## src/rtl/bram_arbiter.sv

```systemverilog
// Three-requester arbiter onto a dual-port BRAM: up to two grants per cycle, round-robin scan,
// one-cycle read return via per-port owner tags. Define BRAM_ARB_FIXED_PRIO_EN for fixed m0>m1>m2 order.
module bram_arbiter #(
    parameter int ADDR_W = 32
) (
    input  logic              clk,
    input  logic              rst,
    input  logic              m0_req,
    input  logic              m0_we,
    input  logic [ADDR_W-1:0] m0_addr,
    input  logic [31:0]       m0_wdata,
    output logic              m0_gnt,
    output logic              m0_rvalid,
    output logic [31:0]       m0_rdata,
    input  logic              m1_req,
    input  logic              m1_we,
    input  logic [ADDR_W-1:0] m1_addr,
    input  logic [31:0]       m1_wdata,
    output logic              m1_gnt,
    output logic              m1_rvalid,
    output logic [31:0]       m1_rdata,
    input  logic              m2_req,
    input  logic              m2_we,
    input  logic [ADDR_W-1:0] m2_addr,
    input  logic [31:0]       m2_wdata,
    output logic              m2_gnt,
    output logic              m2_rvalid,
    output logic [31:0]       m2_rdata,
    output logic              p0_en,
    output logic [ADDR_W-1:0] p0_addr,
    output logic [3:0]        p0_W_req,
    output logic [31:0]       p0_W_data,
    input  logic [31:0]       p0_R_data,
    output logic              p1_en,
    output logic [ADDR_W-1:0] p1_addr,
    output logic [3:0]        p1_W_req,
    output logic [31:0]       p1_W_data,
    input  logic [31:0]       p1_R_data
);

    function automatic logic [1:0] wrap3(input logic [2:0] s);
        logic [2:0] t;
        t = (s >= 3'd3) ? (s - 3'd3) : s;
        return t[1:0];
    endfunction

    logic [2:0]        req;
    logic [2:0]        we;
    logic [ADDR_W-1:0] addr  [3];
    logic [31:0]       wdata [3];
    logic [2:0]        gnt;
    logic [2:0]        rvalid;
    logic [31:0]       rdata [3];
    logic [31:0]       r_data [2];

    logic [1:0]        win_vld;
    logic [1:0]        win_idx [2];
    logic [1:0]        en;
    logic [ADDR_W-1:0] p_addr [2];
    logic [3:0]        w_req  [2];
    logic [31:0]       w_data [2];

    logic [1:0]        tag_vld_q, tag_vld_d;
    logic [1:0]        tag_idx_q [2];
    logic [1:0]        tag_idx_d [2];
    logic [1:0]        start;

    assign req      = {m2_req, m1_req, m0_req};
    assign we       = {m2_we, m1_we, m0_we};
    assign addr[0]  = m0_addr;
    assign addr[1]  = m1_addr;
    assign addr[2]  = m2_addr;
    assign wdata[0] = m0_wdata;
    assign wdata[1] = m1_wdata;
    assign wdata[2] = m2_wdata;
    assign r_data[0] = p0_R_data;
    assign r_data[1] = p1_R_data;

`ifdef BRAM_ARB_FIXED_PRIO_EN
    assign start = 2'd0;
`else
    logic [1:0] rr_ptr_q, rr_ptr_d;
    assign start = rr_ptr_q;

    // Pointer moves past the last requester that actually got a grant.
    always_comb begin
        rr_ptr_d = rr_ptr_q;
        if (win_vld[1])
            rr_ptr_d = wrap3({1'b0, win_idx[1]} + 3'd1);
        else if (win_vld[0])
            rr_ptr_d = wrap3({1'b0, win_idx[0]} + 3'd1);
    end

    always_ff @(posedge clk or negedge rst) begin
        if (!rst)
            rr_ptr_q <= 2'd0;
        else
            rr_ptr_q <= rr_ptr_d;
    end
`endif

    always_comb begin
        logic [1:0] pos;
        win_vld    = 2'b00;
        win_idx[0] = 2'd0;
        win_idx[1] = 2'd0;
        pos        = 2'd0;
        for (int i = 0; i < 3; i++) begin
            pos = wrap3({1'b0, start} + 3'(i));
            if (rst && req[pos]) begin
                if (!win_vld[0]) begin
                    win_vld[0] = 1'b1;
                    win_idx[0] = pos;
                end else if (!win_vld[1]) begin
                    win_vld[1] = 1'b1;
                    win_idx[1] = pos;
                end
            end
        end
        // Two writes to the same word: port 0 wins, the other requester retries.
        if (win_vld[1] && we[win_idx[0]] && we[win_idx[1]] &&
            (addr[win_idx[0]][ADDR_W-1:2] == addr[win_idx[1]][ADDR_W-1:2]))
            win_vld[1] = 1'b0;
    end

    generate
        for (genvar gi = 0; gi < 2; gi++) begin : g_port
            logic is_wr;
            assign is_wr       = win_vld[gi] && we[win_idx[gi]];
            assign en[gi]      = win_vld[gi];
            assign p_addr[gi]  = win_vld[gi] ? addr[win_idx[gi]] : '0;
            assign w_req[gi]   = is_wr ? 4'hF : 4'h0;
            assign w_data[gi]  = is_wr ? wdata[win_idx[gi]] : '0;
            assign tag_vld_d[gi] = win_vld[gi] && !we[win_idx[gi]];
            assign tag_idx_d[gi] = win_idx[gi];
        end

        for (genvar gi = 0; gi < 3; gi++) begin : g_req
            logic hit0, hit1;
            assign gnt[gi]    = (win_vld[0] && (win_idx[0] == 2'(gi))) ||
                                (win_vld[1] && (win_idx[1] == 2'(gi)));
            assign hit0       = tag_vld_q[0] && (tag_idx_q[0] == 2'(gi));
            assign hit1       = tag_vld_q[1] && (tag_idx_q[1] == 2'(gi));
            assign rvalid[gi] = hit0 || hit1;
            assign rdata[gi]  = hit0 ? r_data[0] : (hit1 ? r_data[1] : 32'h0);
        end
    endgenerate

    always_ff @(posedge clk or negedge rst) begin
        if (!rst) begin
            tag_vld_q    <= 2'b00;
            tag_idx_q[0] <= 2'd0;
            tag_idx_q[1] <= 2'd0;
        end else begin
            tag_vld_q    <= tag_vld_d;
            tag_idx_q[0] <= tag_idx_d[0];
            tag_idx_q[1] <= tag_idx_d[1];
        end
    end

    assign m0_gnt    = gnt[0];
    assign m1_gnt    = gnt[1];
    assign m2_gnt    = gnt[2];
    assign m0_rvalid = rvalid[0];
    assign m1_rvalid = rvalid[1];
    assign m2_rvalid = rvalid[2];
    assign m0_rdata  = rdata[0];
    assign m1_rdata  = rdata[1];
    assign m2_rdata  = rdata[2];

    assign p0_en     = en[0];
    assign p0_addr   = p_addr[0];
    assign p0_W_req  = w_req[0];
    assign p0_W_data = w_data[0];
    assign p1_en     = en[1];
    assign p1_addr   = p_addr[1];
    assign p1_W_req  = w_req[1];
    assign p1_W_data = w_data[1];

endmodule

```

## config.mk

```make
export PLATFORM = sky130hd
export DESIGN_NAME = bram_arbiter
export DESIGN_NICKNAME = d
export VERILOG_FILES = /design/src/rtl/bram_arbiter.sv
export SDC_FILE = /design/constraint.sdc
export NUM_CORES = 1
export LEC_CHECK = 0
export CAP_MARGIN = 40
export CORE_AREA = 2 2 193 195
export CTS_CLUSTER_DIAMETER = 200
export DETAILED_ROUTE_END_ITERATION = 16
export DIE_AREA = 0 0 195 197
export HOLD_SLACK_MARGIN = 0.06
export MAX_ROUTING_LAYER = met4
export PLACE_DENSITY = 0.58
export SLEW_MARGIN = 20
export SYNTH_ARGS = -nofsm -noshare
export SYNTH_HDL_FRONTEND = slang
export SYNTH_SLANG_ARGS = --single-unit
```

## constraint.sdc

```tcl
create_clock -name clk -period 9.5 [get_ports clk]
set_input_delay 0.95 -clock clk [delete_from_list [all_inputs] [get_ports clk]]
set_output_delay 0.95 -clock clk [all_outputs]
set_load 0.02 [all_outputs]
```

==> flow_results.xml, run 1 <==
<?xml version="1.0" encoding="UTF-8"?>
<metrics>
  <group name="synth">
    <metric name="most_area_hungry_cell_type_in_the_yosys_netlist" unit="">a22o_1</metric>
    <metric name="cell_count_after_synthesis" unit="">1004</metric>
    <metric name="synth_sequential_area_ratio" unit="%">3.23</metric>
    <metric name="synth-edff-count" unit="">0</metric>
    <metric name="synthesis.nets" unit="">1278</metric>
    <metric name="postSynth.topFlopCell" unit="">dfrtp_1</metric>
    <metric name="synth.ff_latch_count" unit="">8</metric>
    <metric name="synth-warning-count" unit="">0</metric>
    <metric name="postSynthAreaPerCell" unit="sq um">6.17</metric>
    <metric name="synth.distinct_cells" unit="">70</metric>
    <metric name="top_cells_by_area_synth" unit="">a22o_1, nand2_1, a21oi_1</metric>
    <metric name="post_synthesis_async_set_or_reset_flop_share" unit="%">100</metric>
    <metric name="syn_area" unit="sq mm">0.00619</metric>
    <metric name="top_cell_type_s_share_of_synthesized_area" unit="%">14.0</metric>
  </group>
  <group name="timing">
    <metric name="finalCritPeriodShare" unit="%">89.1</metric>
    <metric name="clock-skew-final" unit="ns">0.00170</metric>
    <metric name="post-route-worst-setup-slack" unit="ns">1.03</metric>
    <metric name="setup-violations-final" unit="">0</metric>
    <metric name="worst_pin_slew" unit="ns">0.820</metric>
    <metric name="finalCriticalPeriod" unit="ns">8.47</metric>
    <metric name="final.setup.tns" unit="ns">0</metric>
    <metric name="max-slew-margin-rel" unit="%">43.9</metric>
    <metric name="timing.final.max_slew_violations" unit="">0</metric>
    <metric name="rsz0062_at_grt" unit="">false</metric>
    <metric name="maxClockFrequency" unit="GHz">0.118</metric>
    <metric name="hold_violations" unit="">0</metric>
  </group>
  <group name="job">
    <metric name="maximum_capacitance_violations" unit="">0</metric>
  </group>
  <group name="pwr">
    <metric name="power.internal" unit="mW">0.916</metric>
    <metric name="switching_share_of_total_power" unit="%">57.4</metric>
    <metric name="pwr-share-comb" unit="%">94.4</metric>
    <metric name="switching_power" unit="mW">1.23</metric>
    <metric name="power_density" unit="mW/mm^2">184</metric>
    <metric name="seqPwrFrac" unit="%">2.4</metric>
    <metric name="clock_power_share" unit="%">3.2</metric>
    <metric name="power.ir.vdd_worst" unit="mV">0.0969</metric>
    <metric name="fin_total_pwr" unit="mW">2.15</metric>
    <metric name="power.leakage" unit="nW">4.16</metric>
  </group>
  <group name="cts">
    <metric name="post_cts_resized" unit="">0</metric>
    <metric name="cts_setup_buffers" unit="">0</metric>
    <metric name="clk_pin_slew_worst_paths" unit="ns">0.04</metric>
    <metric name="tritoncts" unit="">yes</metric>
    <metric name="clock-sinks" unit="">8</metric>
    <metric name="htreeDepth" unit="">1</metric>
    <metric name="numCtsBuffers" unit="">3</metric>
    <metric name="cts-root-to-sink-buffers" unit="">2</metric>
    <metric name="clockRootBuffer" unit="">clkbuf_16</metric>
    <metric name="clk_latency" unit="ns">0.23</metric>
    <metric name="cts.hold.buffers_added" unit="">0</metric>
  </group>
  <group name="placed_design">
    <metric name="detailed_place_hpwl" unit="um">34100</metric>
    <metric name="pre_cts_ws" unit="ns">1.21</metric>
    <metric name="postPlaceCellArea" unit="sq mm">0.0116</metric>
    <metric name="placement.io_buffers" unit="">503</metric>
    <metric name="finalWeightedCongestion" unit="">0.910</metric>
  </group>
  <group name="grt">
    <metric name="vias_in_the_first_global_route" unit="">9601</metric>
    <metric name="antenna_violations_before_repair" unit="">7</metric>
    <metric name="gr-usage-all-layers" unit="%">21.3</metric>
    <metric name="grt_start_max_net_pins" unit="">68</metric>
    <metric name="grt_first_pass_wirelength" unit="um">61600</metric>
    <metric name="globalRouteOverflowTotal" unit="">0</metric>
  </group>
  <group name="min_path">
    <metric name="whs_endpoint" unit="">rr_ptr_q[0]$_DFFE_PN0P_</metric>
    <metric name="number_of_cells_traversed_by_the_worst_hold_path" unit="">2</metric>
    <metric name="hold_path.class" unit="">reg2reg</metric>
    <metric name="worst_hold_startpoint" unit="">rr_ptr_q[0]$_DFFE_PN0P_</metric>
  </group>
  <group name="final_layout">
    <metric name="mostFrequentLayoutCells" unit="">clkdlybuf4s50_1, nand2_1, a21oi_1</metric>
    <metric name="drive_above_1_share" unit="%">6.96</metric>
    <metric name="layout.filler_cells" unit="">3924</metric>
    <metric name="area_of_combinational_cells_with_multiple_inputs" unit="sq mm">0.00544</metric>
    <metric name="fin_nets" unit="">1698</metric>
    <metric name="postLayoutCoreUtil" unit="%">32.2</metric>
    <metric name="area_growth_from_synthesis_to_layout" unit="%">88.4</metric>
    <metric name="stdcell_area" unit="sq mm">0.0117</metric>
    <metric name="mostFrequentLayoutCell" unit="">clkdlybuf4s50_1</metric>
    <metric name="final-seq-area" unit="sq um">200</metric>
  </group>
  <group name="setup_path">
    <metric name="worst_ep_arrival_time" unit="ns">7.52</metric>
    <metric name="regToRegEndpoint" unit="">tag_vld_q[1]$_DFF_PN0_</metric>
    <metric name="cp_launch_type" unit="">input pin</metric>
    <metric name="worst-path-max-fanout" unit="">67</metric>
    <metric name="criticalPathCategory" unit="">in2out</metric>
    <metric name="r2r_start" unit="">rr_ptr_q[0]$_DFFE_PN0P_</metric>
    <metric name="crit_required" unit="ns">8.55</metric>
    <metric name="reg2reg_depth" unit="">14</metric>
    <metric name="cp-end-kind" unit="">output pin</metric>
    <metric name="r2r_setup_slack" unit="ns">3.79</metric>
  </group>
  <group name="floorplan">
    <metric name="design.die.area" unit="sq mm">0.0384</metric>
    <metric name="core_area" unit="sq mm">0.0363</metric>
    <metric name="num_io_pins" unit="">504</metric>
    <metric name="floorplan.die.height" unit="um">197</metric>
    <metric name="initial_utilization" unit="%">17.1</metric>
    <metric name="placement_rows" unit="">70</metric>
    <metric name="die-width" unit="um">195</metric>
  </group>
  <group name="route">
    <metric name="final_antenna_net_count" unit="">0</metric>
    <metric name="viasPerCell" unit="">5.26</metric>
    <metric name="drc" unit="">0</metric>
    <metric name="vias" unit="">9960</metric>
    <metric name="drt_first_iter_violations" unit="">590</metric>
    <metric name="pre_antenna_drt_iters" unit="">5</metric>
    <metric name="routed_wl" unit="um">42900</metric>
    <metric name="post_drt_wl_per_cell" unit="um">22.6</metric>
  </group>
  <group name="run_status">
    <metric name="status" unit="">finished, final reports clean</metric>
  </group>
</metrics>
[cells in the mapped netlist (4+ instances only)]
cell       number
nand2_1       185
a21oi_1       111
a22o_1         99
nor2_1         90
clkbuf_1       68
o21ai_0        39
and2_1         36
a311oi_1       35
nand3_1        27
a31oi_1        26
nor3_2         26
buf_2          19
nor3_1         15
and3_1         13
buf_4          13
mux2i_1        12
ha_1           10
o211ai_1       10
a211oi_1        9
inv_1           9
o21bai_1        9
a31o_2          8
dfrtp_1         8
buf_1           7
buf_6           7
o31ai_1         7
a2111oi_0       6
a211oi_2        6
nand3b_1        6
o2bb2ai_1       6
nand4_1         5
a22oi_1         4
inv_2           4
o211a_1         4
[registers in the layout, indices dropped and copies added, names as in the netlist]
| register | count |
|---|---|
| rr_ptr_q | 2 |
| tag_vld_q | 2 |
| tag_idx_q | 4 |
[power by group through the flow]
stage | sequential, mW | clock [mW] | combinational (mW)
after floorplan | 0.0485 | 0 | 1.12
after global placement | 0.0506 | 0 | 1.98
after detailed placement | 0.0513 | 0 | 2.01
after CTS | 0.0509 | 0.0712 | 2.02
after global routing | 0.0525 | 0.0728 | 2.15
final | 0.0508 | 0.0690 | 2.03
[worst max-delay path, cell delays in order]
cell	delay [ns]
clkdlybuf4s50_1	0.93
nand3b_1	0.49
o32ai_2	0.50
or2_4	0.57
buf_4	0.67
a211oi_1	0.16
o21ai_0	0.20
o2111ai_1	0.16
a2111oi_0	0.44
and4b_1	0.34
a211o_2	0.61
buf_4	0.58
nor2_1	0.16
clkdlybuf4s50_1	0.59
[worst max path at each step]
stage	end	from	cells after the start	slack, ns
2_1_floorplan	p1_addr[26]	m1_req	16	4.43
3_3_place_gp	p1_W_req[2]	rst	14	1.48
3_5_place_dp	p1_W_req[2]	rst	14	1.21
4_1_cts	p1_W_req[2]	rst	14	1.18
5_1_grt	p1_W_req[1]	rst	14	0.75
6_report	p1_W_req[2]	rst	14	1.03
[routing by layer]
metal	routed length, um	track usage, %	vias up
li1	-	-	4610
met1	16900	25.2	4655
met2	21000	36.7	615
met3	3420	3.25	80
met4	1530	7.66	0
met5	0	-	-
[metrics by stage]
stage | hold slack [ns] | instances
2_1_floorplan | 0.540 | 1004
3_3_place_gp | 0.574 | 1881
3_5_place_dp | 0.584 | 1886
4_1_cts | 0.589 | 1889
5_1_grt | 0.616 | 1894
6_report | 0.588 | 1894
[final cells by class]
cell class                 count  share of cell area [%]
antenna                        4                  0.0858
clock buffer                   3                   0.643
inverter                      13                   0.429
multi-input combinational    869                    46.6
sequential                     8                    1.72
tap                          468                    5.02
timing repair buffer         529                    45.5
[logic make-up after synthesis]
logic type	share of synthesized area, %
AND/OR/NAND/NOR	33.7
AO/OA/AOI/OAI	48.8
buffers and inverters	9.72
multiplexers	2.12
adder cells (fa/ha/maj)	2.02
flip-flops	3.23
XOR/XNOR	0.424
Note: power is estimated with default switching activity, not from simulation.
==> run 2, diff against run 1 <==
--- a/config.mk
+++ b/config.mk
@@ -12,8 +12,7 @@
 export DIE_AREA = 0 0 195 197
 export HOLD_SLACK_MARGIN = 0.06
 export MAX_ROUTING_LAYER = met4
-export PLACE_DENSITY = 0.58
-export SLEW_MARGIN = 20
+export PLACE_DENSITY_LB_ADDON = 0.05
 export SYNTH_ARGS = -nofsm -noshare
 export SYNTH_HDL_FRONTEND = slang
 export SYNTH_SLANG_ARGS = --single-unit
==> flow_results.xml, run 2 (same netlist as run 1, synthesis figures left out) <==
<?xml version="1.0" encoding="UTF-8"?>
<metrics>
  <group name="run_status">
    <metric name="status" unit="">finished, final reports clean</metric>
  </group>
  <group name="pwr">
    <metric name="power_density" unit="mW/mm^2">183</metric>
    <metric name="power.ir.vdd_worst" unit="mV">0.0719</metric>
    <metric name="power.leakage" unit="nW">4.18</metric>
    <metric name="fin_total_pwr" unit="mW">2.15</metric>
  </group>
  <group name="min_path">
    <metric name="whs_endpoint" unit="">rr_ptr_q[1]$_DFFE_PN0P_</metric>
    <metric name="number_of_cells_traversed_by_the_worst_hold_path" unit="">2</metric>
    <metric name="worst_hold_startpoint" unit="">rr_ptr_q[1]$_DFFE_PN0P_</metric>
    <metric name="hold_path.class" unit="">reg2reg</metric>
  </group>
  <group name="final_layout">
    <metric name="fin_nets" unit="">1703</metric>
    <metric name="registers.top_by_ff_count" unit="">tag_idx_q</metric>
    <metric name="mostFrequentLayoutCell" unit="">clkdlybuf4s50_1</metric>
    <metric name="max_reg_flops" unit="">4</metric>
    <metric name="mostFrequentLayoutCells" unit="">clkdlybuf4s50_1, nand2_1, a21oi_1</metric>
    <metric name="largest_registers" unit="">tag_idx_q x4, rr_ptr_q x2, tag_vld_q x2</metric>
    <metric name="postLayoutCoreUtil" unit="%">32.4</metric>
    <metric name="area_growth_from_synthesis_to_layout" unit="%">89.4</metric>
    <metric name="drive_above_1_share" unit="%">7.36</metric>
  </group>
  <group name="timing">
    <metric name="max-slew-margin-rel" unit="%">46.2</metric>
    <metric name="timing.final.max_slew_violations" unit="">0</metric>
    <metric name="worst_pin_slew" unit="ns">0.807</metric>
    <metric name="maxClockFrequency" unit="GHz">0.136</metric>
    <metric name="finalCritPeriodShare" unit="%">77.6</metric>
    <metric name="setup-violations-final" unit="">0</metric>
    <metric name="hold_violations" unit="">0</metric>
    <metric name="finalCriticalPeriod" unit="ns">7.37</metric>
    <metric name="whs" unit="ns">0.579</metric>
    <metric name="final.setup.tns" unit="ns">0</metric>
    <metric name="post-route-worst-setup-slack" unit="ns">2.13</metric>
    <metric name="rsz0062_at_grt" unit="">false</metric>
    <metric name="clock-skew-final" unit="ns">0.00187</metric>
  </group>
  <group name="job">
    <metric name="maximum_capacitance_violations" unit="">0</metric>
  </group>
  <group name="route">
    <metric name="drt_first_iter_violations" unit="">565</metric>
    <metric name="viasPerCell" unit="">5.21</metric>
    <metric name="vias" unit="">9894</metric>
    <metric name="routed_wl" unit="um">44300</metric>
    <metric name="drc" unit="">0</metric>
    <metric name="post_drt_wl_per_cell" unit="um">23.3</metric>
    <metric name="pre_antenna_drt_iters" unit="">6</metric>
    <metric name="final_antenna_net_count" unit="">0</metric>
  </group>
  <group name="grt">
    <metric name="vias_in_the_first_global_route" unit="">9614</metric>
    <metric name="gr-usage-all-layers" unit="%">22.3</metric>
    <metric name="grt_start_max_net_pins" unit="">70</metric>
    <metric name="grt_first_pass_wirelength" unit="um">64100</metric>
    <metric name="antenna_violations_before_repair" unit="">4</metric>
    <metric name="globalRouteOverflowTotal" unit="">0</metric>
  </group>
  <group name="cts">
    <metric name="cts.hold.buffers_added" unit="">0</metric>
    <metric name="post_cts_resized" unit="">0</metric>
    <metric name="cts_setup_buffers" unit="">0</metric>
    <metric name="cts-root-to-sink-buffers" unit="">2</metric>
    <metric name="numCtsBuffers" unit="">3</metric>
    <metric name="clk_pin_slew_worst_paths" unit="ns">0.04</metric>
    <metric name="htreeDepth" unit="">1</metric>
    <metric name="clockRootBuffer" unit="">clkbuf_16</metric>
    <metric name="tritoncts" unit="">yes</metric>
    <metric name="clk_latency" unit="ns">0.23</metric>
    <metric name="clock-sinks" unit="">8</metric>
  </group>
  <group name="setup_path">
    <metric name="cp-end-kind" unit="">output pin</metric>
    <metric name="r2r_start" unit="">rr_ptr_q[1]$_DFFE_PN0P_</metric>
    <metric name="worst-path-max-fanout" unit="">41</metric>
    <metric name="criticalPathCategory" unit="">in2out</metric>
    <metric name="cp_launch_type" unit="">input pin</metric>
    <metric name="setup.worst_path.start" unit="">m1_req</metric>
    <metric name="worst_ep_arrival_time" unit="ns">6.42</metric>
    <metric name="reg2reg_depth" unit="">17</metric>
    <metric name="r2r_setup_slack" unit="ns">4.24</metric>
    <metric name="crit_required" unit="ns">8.55</metric>
    <metric name="regToRegEndpoint" unit="">tag_vld_q[1]$_DFF_PN0_</metric>
  </group>
  <group name="floorplan">
    <metric name="core_area" unit="sq mm">0.0363</metric>
    <metric name="num_io_pins" unit="">504</metric>
    <metric name="initial_utilization" unit="%">17.1</metric>
    <metric name="placement_rows" unit="">70</metric>
    <metric name="design.die.area" unit="sq mm">0.0384</metric>
    <metric name="die-width" unit="um">195</metric>
    <metric name="floorplan.die.height" unit="um">197</metric>
  </group>
  <group name="placed_design">
    <metric name="placement.io_buffers" unit="">503</metric>
    <metric name="finalWeightedCongestion" unit="">0.903</metric>
    <metric name="detailed_place_hpwl" unit="um">34000</metric>
    <metric name="pre_cts_ws" unit="ns">2.06</metric>
  </group>
</metrics>
run 2: cell count changes in the layout (fill, tap and decap cells not counted):
| cell | previous run | this run |
|---|---|---|
| and3b_1 | 2 | 1 |
| buf_12 | 0 | 1 |
| nor2_2 | 4 | 1 |
| a211o_2 | 1 | 0 |
| buf_4 | 20 | 26 |
| and3b_2 | 0 | 1 |
| buf_8 | 2 | 1 |
| buf_6 | 1 | 0 |
| nor2_4 | 1 | 4 |
| a211o_4 | 0 | 1 |
run 2: worst max-delay path by stage:
stage                              to  slack [ns]
after floorplan           p1_addr[26]        4.43
after global placement         m2_gnt        1.99
after detailed placement       m2_gnt        2.06
after CTS                      m2_gnt        2.04
after global routing           m2_gnt        1.76
final                          m2_gnt        2.13
run 2: critical path, stage by stage:
cell and delay, ns:
clkdlybuf4s50_1 0.64, and2b_1 0.25, o211ai_1 0.57, o21ai_4 0.13
buf_4 0.23, inv_2 0.34, buf_4 0.49, a21oi_1 0.19
o2bb2ai_4 0.19, a221oi_1 0.22, nand4_1 0.15, and4b_1 0.35
a211o_4 0.57, inv_2 0.28, a22o_1 0.30, clkdlybuf4s50_1 0.56
run 2: power breakdown:
group / switching [mW] / total (mW) / leakage (nW) / internal, mW
sequential: 0.00615 / 0.0501 / 0.103 / 0.0439
combinational: 1.21 / 2.03 / 4.04 / 0.819
clock: 0.0153 / 0.0694 / 0.0370 / 0.0541
total: 1.23 / 2.15 / 4.18 / 0.917
run 2: metrics by stage:
step,cells,area (sq um)
2_1_floorplan,1004,6190
3_3_place_gp,1887,11500
3_5_place_dp,1892,11600
4_1_cts,1895,11700
5_1_grt,1899,11700
6_report,1899,11700
run 2: metal layers:
layer / GRT usage, % / vias to the layer above / wire length, um
met4: 4.21 / 0 / 716
met2: 38.5 / 466 / 21900
li1: - / 4629 / -
met5: - / - / 0
met1: 26.9 / 4759 / 18300
met3: 4.50 / 40 / 3340
run 2: area by class of cell:
type / instances / area [sq um]
diodes: 4 / 10.0
clock buffers: 3 / 75.1
fillers: 3936 / 24500
inverters: 13 / 50.0
multi-input cells: 869 / 5460
flip-flops and latches: 8 / 200
well taps: 468 / 586
repair buffers: 534 / 5350
==> run 3, diff against run 2 <==
--- a/config.mk
+++ b/config.mk
@@ -6,10 +6,10 @@
 export NUM_CORES = 1
 export LEC_CHECK = 0
 export CAP_MARGIN = 40
-export CORE_AREA = 2 2 193 195
+export CORE_AREA = 2 2 196 198
 export CTS_CLUSTER_DIAMETER = 200
 export DETAILED_ROUTE_END_ITERATION = 16
-export DIE_AREA = 0 0 195 197
+export DIE_AREA = 0 0 198 200
 export HOLD_SLACK_MARGIN = 0.06
 export MAX_ROUTING_LAYER = met4
 export PLACE_DENSITY_LB_ADDON = 0.05
==> constraint.sdc (replaced) <==
create_clock -name clk -period 7.3 [get_ports clk]
set_input_delay 0.73 -clock clk [delete_from_list [all_inputs] [get_ports clk]]
set_output_delay 0.73 -clock clk [all_outputs]
set_load 0.02 [all_outputs]
==> flow_results.xml, run 3 (same netlist as run 1, synthesis figures left out) <==
<?xml version="1.0" encoding="UTF-8"?>
<metrics>
  <group name="setup_path">
    <metric name="cp_launch_type" unit="">input pin</metric>
    <metric name="r2r_start" unit="">rr_ptr_q[1]$_DFFE_PN0P_</metric>
    <metric name="worst-path-max-fanout" unit="">36</metric>
    <metric name="cp-end-kind" unit="">output pin</metric>
    <metric name="crit_required" unit="ns">6.57</metric>
    <metric name="setup.worst_path.start" unit="">rst</metric>
    <metric name="worst_ep_arrival_time" unit="ns">5.99</metric>
    <metric name="criticalPathCategory" unit="">in2out</metric>
  </group>
  <group name="timing">
    <metric name="max-slew-margin-rel" unit="%">45.0</metric>
    <metric name="clock-skew-final" unit="ns">0.000478</metric>
    <metric name="worst_pin_slew" unit="ns">0.817</metric>
    <metric name="hold_violations" unit="">0</metric>
    <metric name="timing.final.max_slew_violations" unit="">0</metric>
    <metric name="setup-violations-final" unit="">0</metric>
    <metric name="post-route-worst-setup-slack" unit="ns">0.585</metric>
    <metric name="finalCritPeriodShare" unit="%">92.0</metric>
    <metric name="maxClockFrequency" unit="GHz">0.149</metric>
    <metric name="finalCriticalPeriod" unit="ns">6.72</metric>
    <metric name="rsz0062_at_grt" unit="">false</metric>
    <metric name="final.setup.tns" unit="ns">0</metric>
  </group>
  <group name="grt">
    <metric name="gr-usage-met3" unit="%">4.25</metric>
    <metric name="grt_start_max_net_pins" unit="">53</metric>
    <metric name="grt_first_pass_wirelength" unit="um">63600</metric>
    <metric name="grt_most_used_layer" unit="">met2</metric>
    <metric name="gr-usage-all-layers" unit="%">21.8</metric>
    <metric name="vias_in_the_first_global_route" unit="">9598</metric>
    <metric name="m2_gr_usage" unit="%">37.9</metric>
    <metric name="globalRouteOverflowTotal" unit="">0</metric>
    <metric name="antenna_violations_before_repair" unit="">4</metric>
    <metric name="globalRouteMet1Util" unit="%">25.7</metric>
  </group>
  <group name="pwr">
    <metric name="power.ir.vdd_worst" unit="mV">0.114</metric>
    <metric name="power.internal" unit="mW">1.20</metric>
    <metric name="switching_share_of_total_power" unit="%">57.2</metric>
    <metric name="power_density" unit="mW/mm^2">237</metric>
    <metric name="switching_power" unit="mW">1.60</metric>
    <metric name="power.leakage" unit="nW">4.20</metric>
    <metric name="pwr-share-comb" unit="%">94.5</metric>
    <metric name="clock_power_share" unit="%">3.2</metric>
    <metric name="seqPwrFrac" unit="%">2.3</metric>
  </group>
  <group name="placed_design">
    <metric name="finalWeightedCongestion" unit="">0.898</metric>
    <metric name="detailed_place_hpwl" unit="um">35400</metric>
    <metric name="postPlaceCellArea" unit="sq mm">0.0117</metric>
    <metric name="placement.io_buffers" unit="">503</metric>
    <metric name="pre_cts_ws" unit="ns">0.548</metric>
  </group>
  <group name="route">
    <metric name="vias" unit="">9682</metric>
    <metric name="drc" unit="">0</metric>
    <metric name="viasPerCell" unit="">4.97</metric>
    <metric name="pre_antenna_drt_iters" unit="">7</metric>
    <metric name="routed_wl" unit="um">44800</metric>
    <metric name="final_antenna_net_count" unit="">0</metric>
    <metric name="post_drt_wl_per_cell" unit="um">23.0</metric>
    <metric name="drt_first_iter_violations" unit="">535</metric>
  </group>
  <group name="run_status">
    <metric name="status" unit="">finished, final reports clean</metric>
  </group>
  <group name="min_path">
    <metric name="hold_path.class" unit="">reg2reg</metric>
    <metric name="worst_hold_startpoint" unit="">rr_ptr_q[1]$_DFFE_PN0P_</metric>
  </group>
  <group name="cts">
    <metric name="cts.hold.buffers_added" unit="">0</metric>
    <metric name="numCtsBuffers" unit="">3</metric>
    <metric name="clk_pin_slew_worst_paths" unit="ns">0.04</metric>
    <metric name="post_cts_resized" unit="">0</metric>
    <metric name="clockRootBuffer" unit="">clkbuf_16</metric>
    <metric name="cts_setup_buffers" unit="">0</metric>
    <metric name="htreeDepth" unit="">1</metric>
    <metric name="clock-sinks" unit="">8</metric>
    <metric name="clk_latency" unit="ns">0.23</metric>
    <metric name="cts-root-to-sink-buffers" unit="">2</metric>
    <metric name="tritoncts" unit="">yes</metric>
  </group>
  <group name="floorplan">
    <metric name="num_io_pins" unit="">504</metric>
    <metric name="design.die.area" unit="sq mm">0.0396</metric>
    <metric name="initial_utilization" unit="%">16.6</metric>
    <metric name="core_area" unit="sq mm">0.0374</metric>
    <metric name="die-width" unit="um">198</metric>
    <metric name="placement_rows" unit="">71</metric>
    <metric name="floorplan.die.height" unit="um">200</metric>
  </group>
  <group name="job">
    <metric name="maximum_capacitance_violations" unit="">0</metric>
  </group>
  <group name="final_layout">
    <metric name="registers.top_by_ff_count" unit="">tag_idx_q</metric>
    <metric name="mostFrequentLayoutCells" unit="">clkdlybuf4s50_1, nand2_1, a21oi_1</metric>
    <metric name="layout.filler_cells" unit="">4035</metric>
    <metric name="mostFrequentLayoutCell" unit="">clkdlybuf4s50_1</metric>
    <metric name="stdcell_area" unit="sq mm">0.0118</metric>
    <metric name="final-seq-area" unit="sq um">200</metric>
    <metric name="max_reg_flops" unit="">4</metric>
    <metric name="area_growth_from_synthesis_to_layout" unit="%">90.4</metric>
    <metric name="area_of_combinational_cells_with_multiple_inputs" unit="sq mm">0.00546</metric>
    <metric name="drive_above_1_share" unit="%">7.82</metric>
    <metric name="largest_registers" unit="">tag_idx_q x4, rr_ptr_q x2, tag_vld_q x2</metric>
    <metric name="fin_nets" unit="">1709</metric>
  </group>
</metrics>
[run 3: cell types whose count changed in the layout (fill, tap and decap cells not counted), sizes merged]
cell	previous run	this run
diode	4	6
clkdlybuf4s50	503	501
buf	31	39
[run 3: area by class of cell]
cell class,instances,share of cell area (%)
clock buffer,3,0.637
timing repair buffer,540,45.4
multi-input combinational,869,46.3
antenna,6,0.127
tap,511,5.42
sequential,8,1.70
inverter,13,0.424
[run 3: power groups by stage]
stage                     clock [mW]  sequential [mW]  combinational, mW
after global placement             0           0.0658               2.67
after global routing          0.0936           0.0672               2.83
after CTS                     0.0915           0.0654               2.67
after detailed placement           0           0.0659               2.66
final                         0.0895           0.0651               2.64
after floorplan                    0           0.0632               1.46
[run 3: worst max-delay path, stage by stage]
cell and delay (ns):
clkdlybuf4s50_1 0.59, nand3b_1 0.43, o32ai_2 0.15, buf_4 0.19, or2_4 0.35, inv_2 0.31, buf_4 0.25, o211ai_1 0.12
a32oi_1 0.24, nand4_1 0.11, nor4_1 0.53, and4b_1 0.36, a211o_4 0.51, inv_2 0.26, a22o_1 0.29, clkdlybuf4s50_1 0.56
[run 3: worst paths after layout]
kind | cells after the start | endpoint | slack [ns]
min in group asynchronous | 2 | rr_ptr_q[0]$_DFFE_PN0P_ | 1.10
max in group asynchronous | 2 | tag_idx_q[0]$_DFF_PN0_ | 6.07
worst max-delay path | 16 | m0_gnt | 0.58
worst min-delay path | 2 | rr_ptr_q[1]$_DFFE_PN0P_ | 0.60
worst min register to register | 2 | rr_ptr_q[1]$_DFFE_PN0P_ | 0.60
worst max register to register | 16 | tag_vld_q[1]$_DFF_PN0_ | 2.22
[run 3: stage by stage]
| step | util, % | cells | power [mW] | hold WS (ns) |
|---|---|---|---|---|
| after detailed placement | 31.3 | 1941 | 2.73 | 0.591 |
| after floorplan | - | 1004 | 1.52 | 0.434 |
| after global routing | 31.5 | 1948 | 2.99 | 0.624 |
| final | 31.5 | 1950 | 2.80 | 0.601 |
| after global placement | 31.2 | 1939 | 2.74 | 0.602 |
| after CTS | 31.5 | 1944 | 2.83 | 0.594 |
[run 3: per-layer routing]
metal  vias to the layer above  share of wire (%)
li1                       4643                  -
met1                      4562                 40
met2                       441                 50
met3                        36                7.7
met4                         0                2.0
met5                         -                  0
